`config.mk`:
```
export PLATFORM = sky130hd
export DESIGN_NAME = programmed_offsets_incrementing
export DESIGN_NICKNAME = d
export VERILOG_FILES = /design/src/rtl/programmed_offsets_incrementing.sv
export SDC_FILE = /design/constraint.sdc
export NUM_CORES = 1
export LEC_CHECK = 0
export CAP_MARGIN = 10
export CELL_PAD_IN_SITES_DETAIL_PLACEMENT = 2
export CELL_PAD_IN_SITES_GLOBAL_PLACEMENT = 2
export CORE_MARGIN = 3
export CORE_UTILIZATION = 30
export CTS_BUF_LIST = sky130_fd_sc_hd__clkbuf_4
export CTS_CLUSTER_DIAMETER = 80
export DETAILED_ROUTE_END_ITERATION = 8
export GPL_ROUTABILITY_DRIVEN = 1
export PLACE_DENSITY = 0.69
export SYNTH_ARGS = -nofsm -noshare
export SYNTH_HDL_FRONTEND = slang
export SYNTH_SLANG_ARGS = --single-unit
```
`constraint.sdc`:
```
create_clock -name clock -period 2.5 [get_ports clock]
set_input_delay 0.625 -clock clock [delete_from_list [all_inputs] [get_ports clock]]
set_output_delay 0.625 -clock clock [all_outputs]
set_load 0.01 [all_outputs]
```
`src/rtl/programmed_offsets_incrementing.sv`:
```
`default_nettype none
// ============================================================================
// Module  : programmed_offsets_incrementing
// Brief   : Per-thread address offset with signed post-increment, 2-cycle latency
// Revision: 1.0 - initial release
// ============================================================================
module programmed_offsets_incrementing #(
   parameter int WORD_WIDTH        = 10,
   parameter int INCR_WIDTH        = 4,
   parameter int THREAD_COUNT      = 8,
   parameter int THREAD_ADDR_WIDTH = 3
) (
   input  logic                         clock,
   input  logic                         reset,
   input  logic                         cfg_wren,
   input  logic                         cfg_sel,
   input  logic [THREAD_ADDR_WIDTH-1:0] cfg_thread,
   input  logic [WORD_WIDTH-1:0]        cfg_data,
   input  logic                         in_valid,
   input  logic [THREAD_ADDR_WIDTH-1:0] in_thread,
   input  logic                         in_post_inc,
   output logic [WORD_WIDTH-1:0]        offset,
   output logic                         offset_valid
);

   logic [WORD_WIDTH-1:0]        r_off_mem [THREAD_COUNT];
   logic [INCR_WIDTH-1:0]        r_inc_mem [THREAD_COUNT];

   logic                         r_s1_valid;
   logic                         r_s1_post_inc;
   logic [THREAD_ADDR_WIDTH-1:0] r_s1_thread;
   logic [WORD_WIDTH-1:0]        r_s1_offset;
   logic [INCR_WIDTH-1:0]        r_s1_incr;

   logic [WORD_WIDTH-1:0]        r_out_offset;
   logic                         r_out_valid;

   logic [WORD_WIDTH-1:0]        w_next;
   logic                         w_wb_en;
   logic                         w_cfg_off_we;
   logic                         w_cfg_inc_we;
   logic [WORD_WIDTH-1:0]        w_rd_off;
   logic [INCR_WIDTH-1:0]        w_rd_inc;

   function automatic logic f_in_range(input logic [THREAD_ADDR_WIDTH-1:0] thr);
      return ({{(32-THREAD_ADDR_WIDTH){1'b0}}, thr} < THREAD_COUNT);
   endfunction

   assign w_next       = r_s1_offset + {{(WORD_WIDTH-INCR_WIDTH){r_s1_incr[INCR_WIDTH-1]}}, r_s1_incr};
   assign w_wb_en      = r_s1_valid & r_s1_post_inc & f_in_range(r_s1_thread);
   assign w_cfg_off_we = cfg_wren & ~cfg_sel & f_in_range(cfg_thread);
   assign w_cfg_inc_we = cfg_wren &  cfg_sel & f_in_range(cfg_thread);

   // Write-first read: later assignments win, so cfg write outranks the writeback.
   always_comb begin
      w_rd_off = '0;
      w_rd_inc = '0;
      if (f_in_range(in_thread)) begin
         w_rd_off = r_off_mem[in_thread];
         w_rd_inc = r_inc_mem[in_thread];
         if (w_wb_en && (r_s1_thread == in_thread))
            w_rd_off = w_next;
         if (w_cfg_off_we && (cfg_thread == in_thread))
            w_rd_off = cfg_data;
         if (w_cfg_inc_we && (cfg_thread == in_thread))
            w_rd_inc = cfg_data[INCR_WIDTH-1:0];
      end
   end

   always_ff @(posedge clock) begin
      if (reset) begin
         for (int t = 0; t < THREAD_COUNT; t++) begin
            r_off_mem[t] <= '0;
            r_inc_mem[t] <= '0;
         end
         r_s1_valid    <= 1'b0;
         r_s1_post_inc <= 1'b0;
         r_s1_thread   <= '0;
         r_s1_offset   <= '0;
         r_s1_incr     <= '0;
         r_out_offset  <= '0;
         r_out_valid   <= 1'b0;
      end else begin
         for (int t = 0; t < THREAD_COUNT; t++) begin
            if (w_cfg_off_we && (cfg_thread == THREAD_ADDR_WIDTH'(t)))
               r_off_mem[t] <= cfg_data;
            else if (w_wb_en && (r_s1_thread == THREAD_ADDR_WIDTH'(t)))
               r_off_mem[t] <= w_next;
            if (w_cfg_inc_we && (cfg_thread == THREAD_ADDR_WIDTH'(t)))
               r_inc_mem[t] <= cfg_data[INCR_WIDTH-1:0];
         end
         r_s1_valid    <= in_valid;
         r_s1_post_inc <= in_post_inc;
         r_s1_thread   <= in_thread;
         r_s1_offset   <= w_rd_off;
         r_s1_incr     <= w_rd_inc;
         // Output holds its last value across idle cycles; only the valid drops.
         if (r_s1_valid)
            r_out_offset <= r_s1_offset;
         r_out_valid   <= r_s1_valid;
      end
   end

   assign offset       = r_out_offset;
   assign offset_valid = r_out_valid;

endmodule
`default_nettype wire

```
# Word level (Yosys, flattened, before mapping)
# Memories as Yosys holds them, arrays and structs flattened.
# Index checks and enable logic that the tools add are counted.
[word_totals]
ff_bits = 30
ramBits = 112
inputBits = 22
word_cells = 192
n_memories = 2
[memory_table]
columns = ["name", "words", "word_bits", "rd", "rd_clocked_by_memory_dff", "wr", "line_no", "source"]
rows = [
  ["r_off_mem", 8, 10, 1, 0, 8, "26", "logic [WORD_WIDTH-1:0] r_off_mem [THREAD_COUNT];"],
  ["r_inc_mem", 8, 4, 1, 0, 8, "27", "logic [INCR_WIDTH-1:0] r_inc_mem [THREAD_COUNT];"],
]
[op_classes]
n_addsub = 1
eq_ne = 16
mux = 109
bitwise = 28
reduce_logical = 29
[ops]
columns = ["cell", "n"]
rows = [
  ["$mux W10", 18],
  ["$mux W1", 82],
  ["$mux W4", 9],
  ["$logic_and A1 B1 Y1", 27],
  ["$eq A3 B3 Y1 const B", 8],
  ["$or A1 B1 Y1", 24],
  ["$eq A3 B2 Y1 const B", 4],
  ["$add A10 B10 Y10", 1],
  ["$eq A3 B1 Y1 const B", 2],
  ["$eq A3 B3 Y1", 2],
  ["$logic_not A3 Y1", 2],
  ["$and A1 B1 Y1", 3],
  ["$not A1 Y1", 1],
]

# Depth between registers and ports, before layout
# Gate-level depths: netlist of the first run.
[depth]
ltp_word = 8
depth_mapped = 8
depth_no_buf = 8

# Worst setup path after synthesis of the first run
# Ideal clock, no wire load.
[synth_path]
kind = "register -> register"
startpoint = "register r_s1_offset[0]"
endpoint = "memory r_off_mem[6][8], data pin"
t_arrival_ns = 1.926
path_slack_ns = 0.314
stages_incl_launch_ff = 9
n_path_buf = 0
path_cell_list = "dfxtp_1 -> ha_1 -> fa_1 -> a21o_1 -> a21oi_2 -> o21ai_1 -> a21oi_2 -> xnor2_2 -> mux2_2"
[synth_lines]
columns = ["item", "line_no", "source"]
rows = [
  ["from (decl)", "32", "logic [WORD_WIDTH-1:0] r_s1_offset;"],
  ["from (signal assigned)", "95", "r_s1_offset <= w_rd_off;"],
  ["to (decl)", "26", ""],
]

==> results of run 1 <==
layout by cell type (no fill, tap or decap), types with 3 or more instances in the layout:
| master | instances |
|---|---|
| nand3b_1 | 3 |
| o21ai_0 | 24 |
| bufinv_16 | 7 |
| nand3_1 | 9 |
| inv_1 | 7 |
| nor2b_1 | 14 |
| nor3_1 | 8 |
| xnor2_1 | 6 |
| a21oi_1 | 10 |
| a211oi_1 | 4 |
| edfxtp_1 | 112 |
| mux2i_1 | 24 |
| or3_1 | 6 |
| mux2_2 | 6 |
| buf_4 | 88 |
| clkdlybuf4s50_1 | 30 |
| ha_1 | 9 |
| mux4_2 | 28 |
| clkbuf_4 | 20 |
| xnor2_2 | 3 |
| nand2b_1 | 5 |
| nor2_1 | 59 |
| a22o_1 | 46 |
| dfxtp_1 | 30 |
| o221a_2 | 7 |
| xor2_1 | 5 |
| nand2_1 | 56 |
| o211ai_1 | 8 |
logic make-up after synthesis:
kind of cell | Yosys count
xor+xnor | 15
compound gates | 120
buf+inv | 51
fa+ha+maj | 10
simple gates | 171
mux | 58
flops | 142
how the worst max path moves through the flow:
stage	from	endpoint	cells after the start
2_1_floorplan	r_s1_offset[0]	r_off_mem[6][8]	8
3_3_place_gp	cfg_wren	r_off_mem[6][9]	6
3_5_place_dp	cfg_wren	r_off_mem[6][8]	6
4_1_cts	r_s1_offset[0]	r_off_mem[6][8]	8
5_1_grt	r_s1_offset[1]	r_off_mem[7][9]	8
6_report	r_s1_incr[3]	r_off_mem[6][8]	8
stage by stage:
step	power [W]	instances	worst slack [ns]	util, %	hold slack (ns)
3_5_place_dp	0.00371	958	-0.275	36.3	0.485
4_1_cts	0.00572	990	0.0218	38.2	0.350
5_1_grt	0.00591	992	-0.0179	38.4	0.343
3_3_place_gp	0.00366	958	-0.187	36.3	0.471
2_1_floorplan	0.00328	567	0.314	-	0.471
6_report	0.00571	992	0.115	38.4	0.378
critical path: cells and delay by family (launching register included):
| kind | cells | cell delay, ns |
|---|---|---|
| AO/OA/AOI/OAI | 4 | 0.81 |
| multiplexers | 1 | 0.29 |
| adder cells (fa/ha/maj) | 1 | 0.37 |
| buffers and inverters | 1 | 0.17 |
| flip-flops | 1 | 0.36 |
| XOR/XNOR | 1 | 0.16 |
cell type report:
class	instances	area, sq um	share of cell area [%]
sequential	142	3960	44.8
tap	313	392	4.43
inverter	8	30.0	0.340
antenna	1	2.50	0.0283
multi-input combinational	375	3060	34.6
clock buffer	20	150	1.70
clock inverter	11	238	2.69
timing repair buffer	122	1010	11.4
per-layer routing:
layer  global-route usage [%]  vias to the layer above  share of wire [%]
met1                     24.7                     2828                 42
met3                     2.89                       20                4.5
met4                     4.22                        0                1.2
li1                         -                     2361                  -
met2                     34.1                      161                 52
met5                        0                        -                  0
timing repair:
item                       4_1_cts  5_1_grt
gates resized for setup          4        3
pin swaps                        2        4
cloned                           1        0
setup endpoints to repair        8       13
setup buffers                    0        1
where the power goes:
part           switching (W)  internal (W)
sequential         0.0000653       0.00268
clock               0.000879       0.00112
combinational       0.000567      0.000394
total                0.00151       0.00420
sequential cells by signal, summed over array words and instances, names as in the netlist:
name,flops
r_inc_mem,32
r_s1_valid,1
r_s1_incr,4
r_s1_thread,3
r_s1_offset,10
r_off_mem,80
r_s1_post_inc,1
offset_valid,1
offset,10
==> metrics, run 1 <==
post-synth top area cell edfxtp_1; Vias/cell 5.41; DRC 0; Mapped Cells 567; Mapped Avg Cell Area 12.6 sq um; area grow syn2layout 23.5%; startpoint types register; Core ar. 23100 sq um; Slew @ Worst Pin 0.977 ns; post-synthesis mux area share 13.1%; worst-path maximum fanout 6; Die X 160 microns; Cell Pwr Density 646 nW/um^2; post-synthesis cell type count 54; initial antenna violation count 1; starting density of the core 31.1%; # nets final 698; Bufs on Longest Clock Path 2; Cell Chain, Critical Path buf_4 -> ha_1 -> a21o_1 -> a21oi_1 -> o21ai_2 -> a21oi_4 -> xnor2_4 -> mux2_2; setup TNS 0 ns; number of I/O pins 33; Tcrit/Tclk final 95.4%; top-count cell post-synth edfxtp_1; main combinational cell family by area after synthesis compound AO/OA/AOI/OAI gates; Wirelength per Cell 24.5 microns; total CTS buffers 17; Post-synth EDFFs 112; full die area 25800 sq um; xor and xnor area share after synthesis 2.15%; fillers 2342; Worst Setup End Kind register; top post-synthesis cells by area edfxtp_1, mux4_2, dfxtp_1; # hold bufs at CTS 0; Post-synth ARST share 0%; post-DP HPWL 17700 microns; final-report hold violation count 0; max_cap viols 0; grt total ovfl 0; DRT Pass-1 Iters 5; Clk Latency, worst-skew pair 0.57 ns; r2r startpoint r_s1_incr[3]; WHS Path Cells 2; post-synthesis sequential area ratio 55.4%; Max IR drop VDD 242 uV; worst hold path class in2reg; worst path required time 2.83 ns; Vias 5370; max-slew violations 0; final setup violation count 0; die height 160 microns; Slew HR 34.4%; R2R Path End r_off_mem[6][8]; post-synthesis compound-gate area fraction 13.2%; top cells by count, synth edfxtp_1, nor2_1, nand2_1, a22o_1, dfxtp_1; Mapped Nets 599; global-route wire length before repair 37100 microns; CTS tree done; share of layout cells above drive strength 1 27.7%; slowest stage delay, CP 0.37 ns; Routed Antenna Nets 0; Netlist Area Pre-Place 7160 sq um; Final Critical Period 2.39 ns; hold path endpoint r_s1_thread[0]; final wirelength 24300 microns; Iter 0 DRT Violations 493; internal reg-to-reg setup slack 0.11 ns; Reg clk slew, reported paths 0.13 ns; worst setup path category reg2reg; Max Fclk 0.419 GHz; Worst EP arrival 2.72 ns; dominant synthesized flop cell edfxtp_1; Synth top area share 47.0%; Placed Area 8380 sq um; Overall Global Routing Usage 19.2%; CP max stage cell ha_1; Yosys reg bits 142; CTS root buf clkbuf_4; Port-buffer cells 32; Worst Reg-to-Reg Cells 8; post-route cell area 8840 sq um; largest net degree at the start of global routing 30; CTS HTree Levels 4; Max Clock Skew 0.0262 ns; Yosys Warn Count 0; adder-cell area share of the yosys netlist 1.85%; Final Wtd Congestion 0.845; FP Rows 55; status finished clean; clk sinks 142; Synth Area in Simple Gates 11.2%; number of global-route vias before repair 5873; Pleak 3.31 nW; hold_sp in_thread[0]
No activity file was read; power rests on OpenSTA's default activity.
==> inputs of run 2 (changes only) <==
ABC_CLOCK_PERIOD_IN_PS = 2500   (was default)
==> results of run 2 <==
Final layout, timing and power as in run 1 (identical DEF).
